## src/rtl/sw_bounce_pkg.sv

```systemverilog
// rtl/sw_bounce_pkg.sv - shared types, constants and LFSR step function for the press generator
//
// Contents:
//   sw_state_e        : press sequence state encoding
//   LFSR_POLY         : Galois feedback mask for x^16+x^14+x^13+x^11+1
//   LFSR_SEED_DEFAULT : default nonzero LFSR reset value
//   lfsr_step()       : one right-shifting Galois LFSR step
package sw_bounce_pkg;

    typedef enum logic [2:0] {
        ST_IDLE   = 3'd0,
        ST_BNC_DN = 3'd1,
        ST_HOLD   = 3'd2,
        ST_BNC_UP = 3'd3,
        ST_GAP    = 3'd4
    } sw_state_e;

    localparam logic [15:0] LFSR_POLY         = 16'hB400;
    localparam logic [15:0] LFSR_SEED_DEFAULT = 16'hACE1;

    function automatic logic [15:0] lfsr_step(input logic [15:0] v);
        return {1'b0, v[15:1]} ^ (v[0] ? LFSR_POLY : 16'h0000);
    endfunction

endpackage

```

## src/rtl/sw_bounce_lfsr.sv

```systemverilog
// rtl/sw_bounce_lfsr.sv - 16-bit Galois LFSR used to randomize bounce glitch lengths
//
// Ports:
//   clk   : clock
//   rst_n : asynchronous active-low reset, loads SEED
//   en    : advance enable
//   lfsr  : current LFSR state
module sw_bounce_lfsr
    import sw_bounce_pkg::*;
#(
    parameter logic [15:0] SEED = LFSR_SEED_DEFAULT
) (
    input  logic        clk,
    input  logic        rst_n,
    input  logic        en,
    output logic [15:0] lfsr
);

    always_ff @(posedge clk or negedge rst_n) begin
        if (!rst_n) begin
            lfsr <= SEED;
        end else if (en) begin
            lfsr <= lfsr_step(lfsr);
        end
    end

endmodule

```

## src/rtl/sw_bounce_gen.sv

```systemverilog
// rtl/sw_bounce_gen.sv - mechanical push-button press generator for active-low switch lines
//
// Optional feature macro: SW_BOUNCE_GEN_ABORT_EN adds abort/aborted.
//
// Ports:
//   clk, rst_n   : clock, asynchronous active-low reset
//   cmd_valid    : press command valid
//   cmd_ready    : generator idle, command accepted when valid and ready
//   cmd_ch       : target switch line (>= NCH means no line is toggled)
//   cmd_hold     : hold and release-dwell cycles (0 behaves as 1)
//   cmd_bounces  : glitch pairs per edge
//   sw_n         : switch lines, low = pressed
//   busy         : sequence in progress
//   abort        : (optional) cancel the running sequence
//   aborted      : (optional) one-cycle pulse when a sequence was cancelled
//   done         : one-cycle pulse in the final cycle of a completed sequence
module sw_bounce_gen
    import sw_bounce_pkg::*;
#(
    parameter int          NCH       = 3,
    parameter int          HOLD_W    = 20,
    parameter int          GLITCH_W  = 10,
    parameter logic [15:0] LFSR_SEED = LFSR_SEED_DEFAULT,
    localparam int         CH_W      = (NCH > 1) ? $clog2(NCH) : 1
) (
    input  logic              clk,
    input  logic              rst_n,
    input  logic              cmd_valid,
    output logic              cmd_ready,
    input  logic [CH_W-1:0]   cmd_ch,
    input  logic [HOLD_W-1:0] cmd_hold,
    input  logic [3:0]        cmd_bounces,
    output logic [NCH-1:0]    sw_n,
    output logic              busy,
`ifdef SW_BOUNCE_GEN_ABORT_EN
    input  logic              abort,
    output logic              aborted,
`endif
    output logic              done
);

    localparam int CNT_W = (HOLD_W > GLITCH_W) ? HOLD_W : GLITCH_W;

    localparam logic [2:0] S_IDLE   = ST_IDLE;
    localparam logic [2:0] S_BNC_DN = ST_BNC_DN;
    localparam logic [2:0] S_HOLD   = ST_HOLD;
    localparam logic [2:0] S_BNC_UP = ST_BNC_UP;
    localparam logic [2:0] S_GAP    = ST_GAP;

    logic [2:0]        state;
    logic [CNT_W-1:0]  cnt;        // remaining cycles of the current segment minus one
    logic [3:0]        pairs;      // glitch pairs still to start on this edge
    logic              phase_hi;   // current bounce segment drives the line high
    logic              line_low;
    logic [CH_W-1:0]   ch_q;
    logic              ch_ok;
    logic [HOLD_W-1:0] hold_q;     // effective hold minus one
    logic [3:0]        bounces_q;

    logic [2:0]        nxt_state;
    logic [CNT_W-1:0]  nxt_cnt;
    logic [3:0]        nxt_pairs;
    logic              nxt_phase_hi;
    logic              nxt_low;
    logic              nxt_done;
    logic [NCH-1:0]    nxt_sw_n;
    logic [CH_W-1:0]   sel_ch;
    logic              sel_ok;
`ifdef SW_BOUNCE_GEN_ABORT_EN
    logic              nxt_aborted;
`endif

    logic [15:0]       lfsr;
    logic              lfsr_unused;
    logic [CNT_W-1:0]  glen_m1;
    logic              accept;
    logic              cmd_ch_ok;
    logic [HOLD_W-1:0] cmd_hold_m1;

    sw_bounce_lfsr #(
        .SEED (LFSR_SEED)
    ) u_lfsr (
        .clk   (clk),
        .rst_n (rst_n),
        .en    (1'b1),
        .lfsr  (lfsr)
    );

    // Only the low GLITCH_W bits set glitch lengths; the rest just feed the shift chain.
    assign lfsr_unused = ^lfsr;
    assign glen_m1     = CNT_W'(lfsr[GLITCH_W-1:0]);

    assign accept      = cmd_valid && cmd_ready;
    assign cmd_ch_ok   = (int'(cmd_ch) < NCH);
    assign cmd_hold_m1 = (cmd_hold == '0) ? '0 : cmd_hold - HOLD_W'(1);

    always_comb begin
        nxt_state    = state;
        nxt_cnt      = cnt;
        nxt_pairs    = pairs;
        nxt_phase_hi = phase_hi;
        nxt_low      = line_low;
        sel_ch       = ch_q;
        sel_ok       = ch_ok;
`ifdef SW_BOUNCE_GEN_ABORT_EN
        nxt_aborted  = 1'b0;
`endif

        case (state)
            S_IDLE: begin
                nxt_low = 1'b0;
                if (accept) begin
                    sel_ch = cmd_ch;
                    sel_ok = cmd_ch_ok;
                    if (!cmd_ch_ok) begin
                        // Nothing to drive: single GAP cycle carries the done pulse.
                        nxt_state = S_GAP;
                        nxt_cnt   = '0;
                    end else if (cmd_bounces == 4'd0) begin
                        nxt_state = S_HOLD;
                        nxt_cnt   = CNT_W'(cmd_hold_m1);
                        nxt_low   = 1'b1;
                    end else begin
                        // One-cycle initial contact, then the glitch pairs.
                        nxt_state    = S_BNC_DN;
                        nxt_cnt      = '0;
                        nxt_phase_hi = 1'b0;
                        nxt_pairs    = cmd_bounces;
                        nxt_low      = 1'b1;
                    end
                end
            end

            S_BNC_DN: begin
                if (cnt != '0) begin
                    nxt_cnt = cnt - CNT_W'(1);
                end else if (phase_hi) begin
                    nxt_phase_hi = 1'b0;
                    nxt_low      = 1'b1;
                    nxt_cnt      = glen_m1;
                end else if (pairs == 4'd0) begin
                    nxt_state = S_HOLD;
                    nxt_cnt   = CNT_W'(hold_q);
                    nxt_low   = 1'b1;
                end else begin
                    nxt_phase_hi = 1'b1;
                    nxt_low      = 1'b0;
                    nxt_cnt      = glen_m1;
                    nxt_pairs    = pairs - 4'd1;
                end
            end

            S_HOLD: begin
                if (cnt != '0) begin
                    nxt_cnt = cnt - CNT_W'(1);
                end else begin
                    nxt_low = 1'b0;
                    if (bounces_q == 4'd0) begin
                        nxt_state = S_GAP;
                        nxt_cnt   = CNT_W'(hold_q);
                    end else begin
                        // One-cycle initial release, then the glitch pairs.
                        nxt_state    = S_BNC_UP;
                        nxt_cnt      = '0;
                        nxt_phase_hi = 1'b1;
                        nxt_pairs    = bounces_q;
                    end
                end
            end

            S_BNC_UP: begin
                if (cnt != '0) begin
                    nxt_cnt = cnt - CNT_W'(1);
                end else if (!phase_hi) begin
                    nxt_phase_hi = 1'b1;
                    nxt_low      = 1'b0;
                    nxt_cnt      = glen_m1;
                end else if (pairs == 4'd0) begin
                    nxt_state = S_GAP;
                    nxt_cnt   = CNT_W'(hold_q);
                    nxt_low   = 1'b0;
                end else begin
                    nxt_phase_hi = 1'b0;
                    nxt_low      = 1'b1;
                    nxt_cnt      = glen_m1;
                    nxt_pairs    = pairs - 4'd1;
                end
            end

            S_GAP: begin
                nxt_low = 1'b0;
                if (cnt != '0) begin
                    nxt_cnt = cnt - CNT_W'(1);
                end else begin
                    nxt_state = S_IDLE;
                end
            end

            default: begin
                nxt_state = S_IDLE;
                nxt_low   = 1'b0;
            end
        endcase

`ifdef SW_BOUNCE_GEN_ABORT_EN
        // Abort wins over everything, including a done that would fire this edge.
        if (abort && (state != S_IDLE)) begin
            nxt_state   = S_IDLE;
            nxt_low     = 1'b0;
            nxt_aborted = 1'b1;
        end
`endif

        // done is registered, so raise it on the edge that enters the last GAP cycle.
        nxt_done = (nxt_state == S_GAP) && (nxt_cnt == '0);

        nxt_sw_n = '1;
        for (int i = 0; i < NCH; i++) begin
            if (nxt_low && sel_ok && (sel_ch == CH_W'(i))) begin
                nxt_sw_n[i] = 1'b0;
            end
        end
    end

    always_ff @(posedge clk or negedge rst_n) begin
        if (!rst_n) begin
            state     <= S_IDLE;
            cnt       <= '0;
            pairs     <= '0;
            phase_hi  <= 1'b0;
            line_low  <= 1'b0;
            ch_q      <= '0;
            ch_ok     <= 1'b0;
            hold_q    <= '0;
            bounces_q <= '0;
            sw_n      <= '1;
            cmd_ready <= 1'b1;
            busy      <= 1'b0;
            done      <= 1'b0;
        end else begin
            state     <= nxt_state;
            cnt       <= nxt_cnt;
            pairs     <= nxt_pairs;
            phase_hi  <= nxt_phase_hi;
            line_low  <= nxt_low;
            sw_n      <= nxt_sw_n;
            cmd_ready <= (nxt_state == S_IDLE);
            busy      <= (nxt_state != S_IDLE);
            done      <= nxt_done;
            if (accept) begin
                ch_q      <= cmd_ch;
                ch_ok     <= cmd_ch_ok;
                hold_q    <= cmd_hold_m1;
                bounces_q <= cmd_bounces;
            end
        end
    end

`ifdef SW_BOUNCE_GEN_ABORT_EN
    always_ff @(posedge clk or negedge rst_n) begin
        if (!rst_n) begin
            aborted <= 1'b0;
        end else begin
            aborted <= nxt_aborted;
        end
    end
`endif

endmodule
```

## config.mk

```make
export PLATFORM = sky130hd
export DESIGN_NAME = sw_bounce_gen
export DESIGN_NICKNAME = d
export VERILOG_FILES = /design/src/rtl/sw_bounce_pkg.sv /design/src/rtl/sw_bounce_lfsr.sv /design/src/rtl/sw_bounce_gen.sv
export SDC_FILE = /design/constraint.sdc
export NUM_CORES = 1
export LEC_CHECK = 0
export ABC_CLOCK_PERIOD_IN_PS = 9100
export CAP_MARGIN = 25
export CORE_MARGIN = 4
export CORE_UTILIZATION = 40
export CTS_CLUSTER_SIZE = 16
export DETAILED_ROUTE_END_ITERATION = 12
export PLACE_DENSITY_LB_ADDON = 0.12
export SLEW_MARGIN = 10
export SYNTH_ARGS = -nofsm -noshare
export SYNTH_HDL_FRONTEND = slang
export SYNTH_SLANG_ARGS = --single-unit
```

## constraint.sdc

```tcl
create_clock -name clk -period 9.1 [get_ports clk]
set_input_delay 1.82 -clock clk [delete_from_list [all_inputs] [get_ports clk]]
set_output_delay 1.82 -clock clk [all_outputs]
set_load 0.03 [all_outputs]
```

# Word-level counts from Yosys, hierarchy flattened

Index checks and enable logic that the tools add are counted.

Logic and storage cells: 119
Output and inout port bits: 6
Input bits: 29
Flip-flop bits (word level): 78

Reduce and logical (&&, ||, !) cells: 19
Magnitude comparators: 1
Bitwise gates (word level): 1
Mux-type cells: 65
Equal/unequal tests: 16
$add $sub $neg: 3

Operators by type and width:

| kind                                                                 | count |
|---|---|
| 20-bit two-way mux                                                   | 12 |
| 20-bit case mux with 5 select lines                                  | 1 |
| 20-bit zero test                                                     | 2 |
| 4-bit two-way mux                                                    | 10 |
| 20-bit by 1-bit subtractor with 20-bit output, second input constant | 2 |
| 3-bit two-way mux                                                    | 11 |
| 1-bit two-way mux                                                    | 23 |
| 20-bit nonzero test                                                  | 1 |
| 2-bit inequality test, second input constant                         | 9 |
| 16-bit two-way mux                                                   | 1 |
| 4-bit case mux with 4 select lines                                   | 1 |
| 15-bit by 16-bit bitwise XOR with 16-bit output                      | 1 |
| 3-bit case mux with 5 select lines                                   | 1 |
| 4-bit zero test                                                      | 3 |
| 10-bit AND reduction                                                 | 1 |
| 1-bit case mux with 4 select lines                                   | 2 |
| 8-bit AND reduction                                                  | 1 |
| 3-bit by 2-bit == test with 1-bit output, second input constant      | 2 |
| 3-bit == test, second input constant                                 | 2 |
| 1-bit logical AND                                                    | 6 |
| 3-bit zero test                                                      | 2 |
| 2-bit two-way mux                                                    | 3 |
| 4-bit nonzero test                                                   | 1 |
| 4-bit by 1-bit subtractor with 4-bit output, second input constant   | 1 |
| 6 further kinds                                                      | 6 |

# Longest topological paths before layout

Depth after elaboration: 8
Gate-level depth with buffers: 13
Gate-level depth less buffers: 11

# Hierarchy

Synthesis repeated with hierarchy kept, for this count alone.

Cell total of the unflattened synthesis: 513
Area total of the unflattened synthesis: 4677.0 um^2

By module, submodules not included:

| module         | cells each | seq. area each (um^2) | instances | area an instance (um^2) |
|---|---|---|---|---|
| sw_bounce_gen  | 473        | 1556.5                | 1         | 4021.4 |
| sw_bounce_lfsr | 40         | 410.4                 | 1         | 655.6 |

# Worst setup path after synthesis

No wires, ideal clock.

Path kind: input port to flip-flop
Start point: in cmd_hold[14]
End point: reg done
Required time: 9.032 ns
Path buffers: 1
Path slack: 4.821 ns
Library setup time: 0.068 ns
Cell stages on the path: 8
Arrival: 4.211 ns
Path through: or4_4 -> or4_4 -> o21ai_2 -> buf_6 -> nor2_1 -> or4_4 -> nor4_1 -> and4b_1

Cells in the longest elaborated chain, start to end: 8
Elaborated cells between the ends (all ways): 9
Those cells by class: add/sub (1); mux (5); reduce/logical (3)

RTL lines:

| element                             | RTL line             | source |
|---|---|---|
| from (decl)                         | sw_bounce_gen.sv:31  | `input logic [HOLD_W-1:0] cmd_hold,` |
| 20-bit zero test                    | sw_bounce_gen.sv:95  | `assign cmd_hold_m1 = (cmd_hold == '0) ? '0 : cmd_hold - HOLD_W'(1);` |
| 20-bit two-way mux                  | sw_bounce_gen.sv:95  |  |
| 20-bit two-way mux                  | sw_bounce_gen.sv:119 | `end else if (cmd_bounces == 4'd0) begin` |
| 20-bit two-way mux                  | sw_bounce_gen.sv:115 | `if (!cmd_ch_ok) begin` |
| 20-bit two-way mux                  | sw_bounce_gen.sv:112 | `if (accept) begin` |
| 20-bit case mux with 5 select lines | sw_bounce_gen.sv:109 | `case (state)` |
| via nxt_cnt[2]                      | sw_bounce_gen.sv:61  | `logic [CNT_W-1:0] nxt_cnt;` |
| 20-bit zero test                    | sw_bounce_gen.sv:215 | `nxt_done = (nxt_state == S_GAP) && (nxt_cnt == '0);` |
| 1-bit logical AND                   | sw_bounce_gen.sv:215 |  |
| via nxt_done                        | sw_bounce_gen.sv:65  | `logic nxt_done;` |
| to (signal assigned)                | sw_bounce_gen.sv:249 | `done <= nxt_done;` |
| to (decl)                           | sw_bounce_gen.sv:39  | `output logic done` |

The timed path passes the listed nets, and every way through them passes these cells.
A chain may end at the register's enable or synchronous reset.

# Worst setup path in the final report

Ends and elaborated chain as after synthesis.

==> impl_results.md <==
- Power density cells: ~270 nW/um^2
- Total Neg Setup Slack: 0 ns
- Synthesized area: ~4700 sq um
- Syn_nets: approximately 540
- GRT Total Usage: around 22%
- Clock Path Buffers: 2
- Routed Antenna Nets: 0
- IO Count: 35
- Leakage: about 2.2 nW
- Remaining global-route overflow: 0
- Post-layout min period: ~5.0 ns
- Largest cells by area after synthesis: dfrtp_1, dfstp_2, o21ai_0
- Largest net degree at the start of global routing: 79
- PortBufs: 34
- RSZ-0062 raised after global routing: false
- Post-synth cell types: 70
- CP Capture Type: flip-flop
- CTS tree: done
- Routability cong.: a little over 0.9
- Vias: about 4.1k
- Final Cycle Share: 54.6%
- Post-Syn Area per Cell: about 9.3 sq um
- Max Cap Violations: 0
- Placed inst area: a little over 5000 sq um
- Layout Cells excl Fill: 670
- Synth top area share: 35.3%
- Final Power: about 1.5 mW
- CP Max Fanout: 13
- CP required: between 9 and 10 ns
- Net count, final: roughly 560
- CTS Hold Buffers Added: 0
- Cells after Synth: between 500 and 600
- Rows: 39
- Core region area: 11400 sq um
- Status: finished, final reports clean
- Synthesis Warnings: 0
- Startpoint Class: primary input
- Fmax achieved: 201 MHz
- Setup bufs post-CTS: 0
- Worst min path class: flip-flop to flip-flop
- Final Cell Area: 5470 sq um
- DRT iter0 DRCs: between 400 and 500
- Vias in the first global route: ~4.0k
- Most used DFF post-synth: dfrtp_1
- Endpoints failing setup: 0
- 1st-pass router iterations: 5
- Crit-path max cell delay: between 0.6 and 0.7 ns
- Placed Instances: 653
- Async SR Flop Fraction: 100%
- Chip width: 116 microns
- Crit path top cell by count: or4_4
- #FFs+latches synth: ~80
- CP Buf/Inv Count: 1
- Rel. slew slack: 27.6%
- Final HPWL DP: between 10 and 15 mm
- Initial antenna violation count: 0
- Least-Margin Pin Slew: between 1 and 1.5 ns
- Worst IR Drop VDD: between 0.00015 and 0.0002 V
- Clock Pin Slew Worst Setup and Hold Paths: 0.06 ns
- Family with the most delay on the worst path: simple AND/OR/NAND/NOR gates
- Clock latency on the worst-skew pair: between 0.3 and 0.4 ns
- Hold Violations, Final: 0
- Area grow syn2layout: 16.8%
- Layout cells sized above 1: 11.4%
- Via/cell ratio: between 6 and 7
- Final WL: roughly 14 mm
- Synth cell count leaders: dfrtp_1, nand2_1, o21ai_0, nor2_1, clkbuf_1
- Critical path arrival: 5.25 ns
- Slowest-stage cell, CP: or4_4
- Global-route wire length before repair: between 20 and 25 mm
- Post-synth EDFFs: 0
- Die ar.: between 10000 and 15000 sq um
- Worst-path cell chain: clkdlybuf4s50_1, or4_4, or4_4, o21ai_2, o32a_1, nand4_1, or3b_2, nor4_1, and4b_1
- Sequential share of the synthesized area: a little over two fifths
- Slew Viols, Final: 0
- H-tree Lvls: 3
- Most common cell in the netlist: dfrtp_1
- WL/cell: between 20 and 25 microns
- Drt drc: 0
- Clock sinks: between 70 and 80
- Total CTS buffers: 9
- Clock skew: approximately 0.0044 ns
- Starting Density: 41.0%
- CP Class: primary input to flip-flop
- Largest area contributor in the synthesized netlist: dfrtp_1
- Post-CTS Resized: 0
- ANT cells: 0
- DIE HEIGHT: 116 microns
- Root buffer cell: clkbuf_16
worst reg2reg max path, cell delays in order, from the launching register on:
cell and delay [ns]:
dfrtp_1 0.47, nor4_1 0.74, nand2_1 0.38, nor2_1 0.75
o32a_1 0.27, nand4_1 0.12, or3b_2 0.49, nor4_1 0.18
and4b_1 0.23
per-layer routing:
metal,GRT usage (%),part of all wire [%],vias up
met5,0,0,-
met1,32.7,46,1963
met3,5.75,7.6,33
met2,32.4,43,193
met4,7.81,2.9,0
li1,-,-,1936
report_power, final:
part           internal, mW  switching, mW
logic                 0.209          0.245
registers             0.464          0.151
clock network         0.278          0.154
worst paths after layout:
check	startpoint	to	slack, ns	depth (start not counted)
setup / recovery	cmd_hold[14]	done	4.13	9
hold / removal	u_lfsr.lfsr[12]	u_lfsr.lfsr[11]	0.35	0
setup reg to reg	cnt[6]	done	5.41	8
hold reg to reg	u_lfsr.lfsr[12]	u_lfsr.lfsr[11]	0.35	0
max in group asynchronous	rst_n	sw_n[1]	7.17	2
min in group asynchronous	rst_n	u_lfsr.lfsr[12]	1.32	1
cell usage in the layout (no fill, tap or decap), drive strengths merged, types with 7 or more instances in the layout:
cell type       n
a221oi          7
inv            17
clkbuf         10
nor3           22
dfrtp          66
a21oi          21
nor2           33
xnor2          14
xor2           15
o21ai          40
nand2          40
mux2            7
dfstp          12
nor4           16
clkdlybuf4s50  33
nand3          12
a211o           7
or4            13
o31ai           9
flip-flops by register name (all words and copies together), names as in the netlist:
name and count:
phase_hi 1, u_lfsr.lfsr 16, hold_q 20, bounces_q 4
cmd_ready 1, ch_q 2, pairs 4, sw_n 3
ch_ok 1, line_low 1, state 3, done 1
cnt 20, busy 1
through the flow:
stage	hold WS (ns)	utilization [%]	setup slack, ns
finish	0.355	47.9	4.13
detailed placement	0.342	44.5	3.80
global placement	0.340	44.5	3.87
CTS	0.357	47.6	4.11
global route	0.369	47.9	4.01
floorplan	0.333	-	4.82
cell type report:
cell class,count,area [sq um]
clock buffers,10,239
flip-flops and latches,78,1970
well taps,143,179
repair buffers,37,380
inverters,16,60.1
clock inverters,6,118
fillers,1123,5950
multi-input cells,380,2520
logic make-up (layout without fill, tap and decap cells):
group | Yosys count | after routing | synth area share, %
xor gates and xnor gates | 29 | 29 | 5.43
muxes | 13 | 13 | 2.97
adders and majority gates | 6 | 6 | 1.60
and+or+nand+nor | 185 | 185 | 22.3
buffers and inverters | 44 | 69 | 4.06
AOI/OAI and AO/OA | 147 | 147 | 21.7
DFF | 78 | 78 | 42.0
Power figures use the tool's default switching activity.
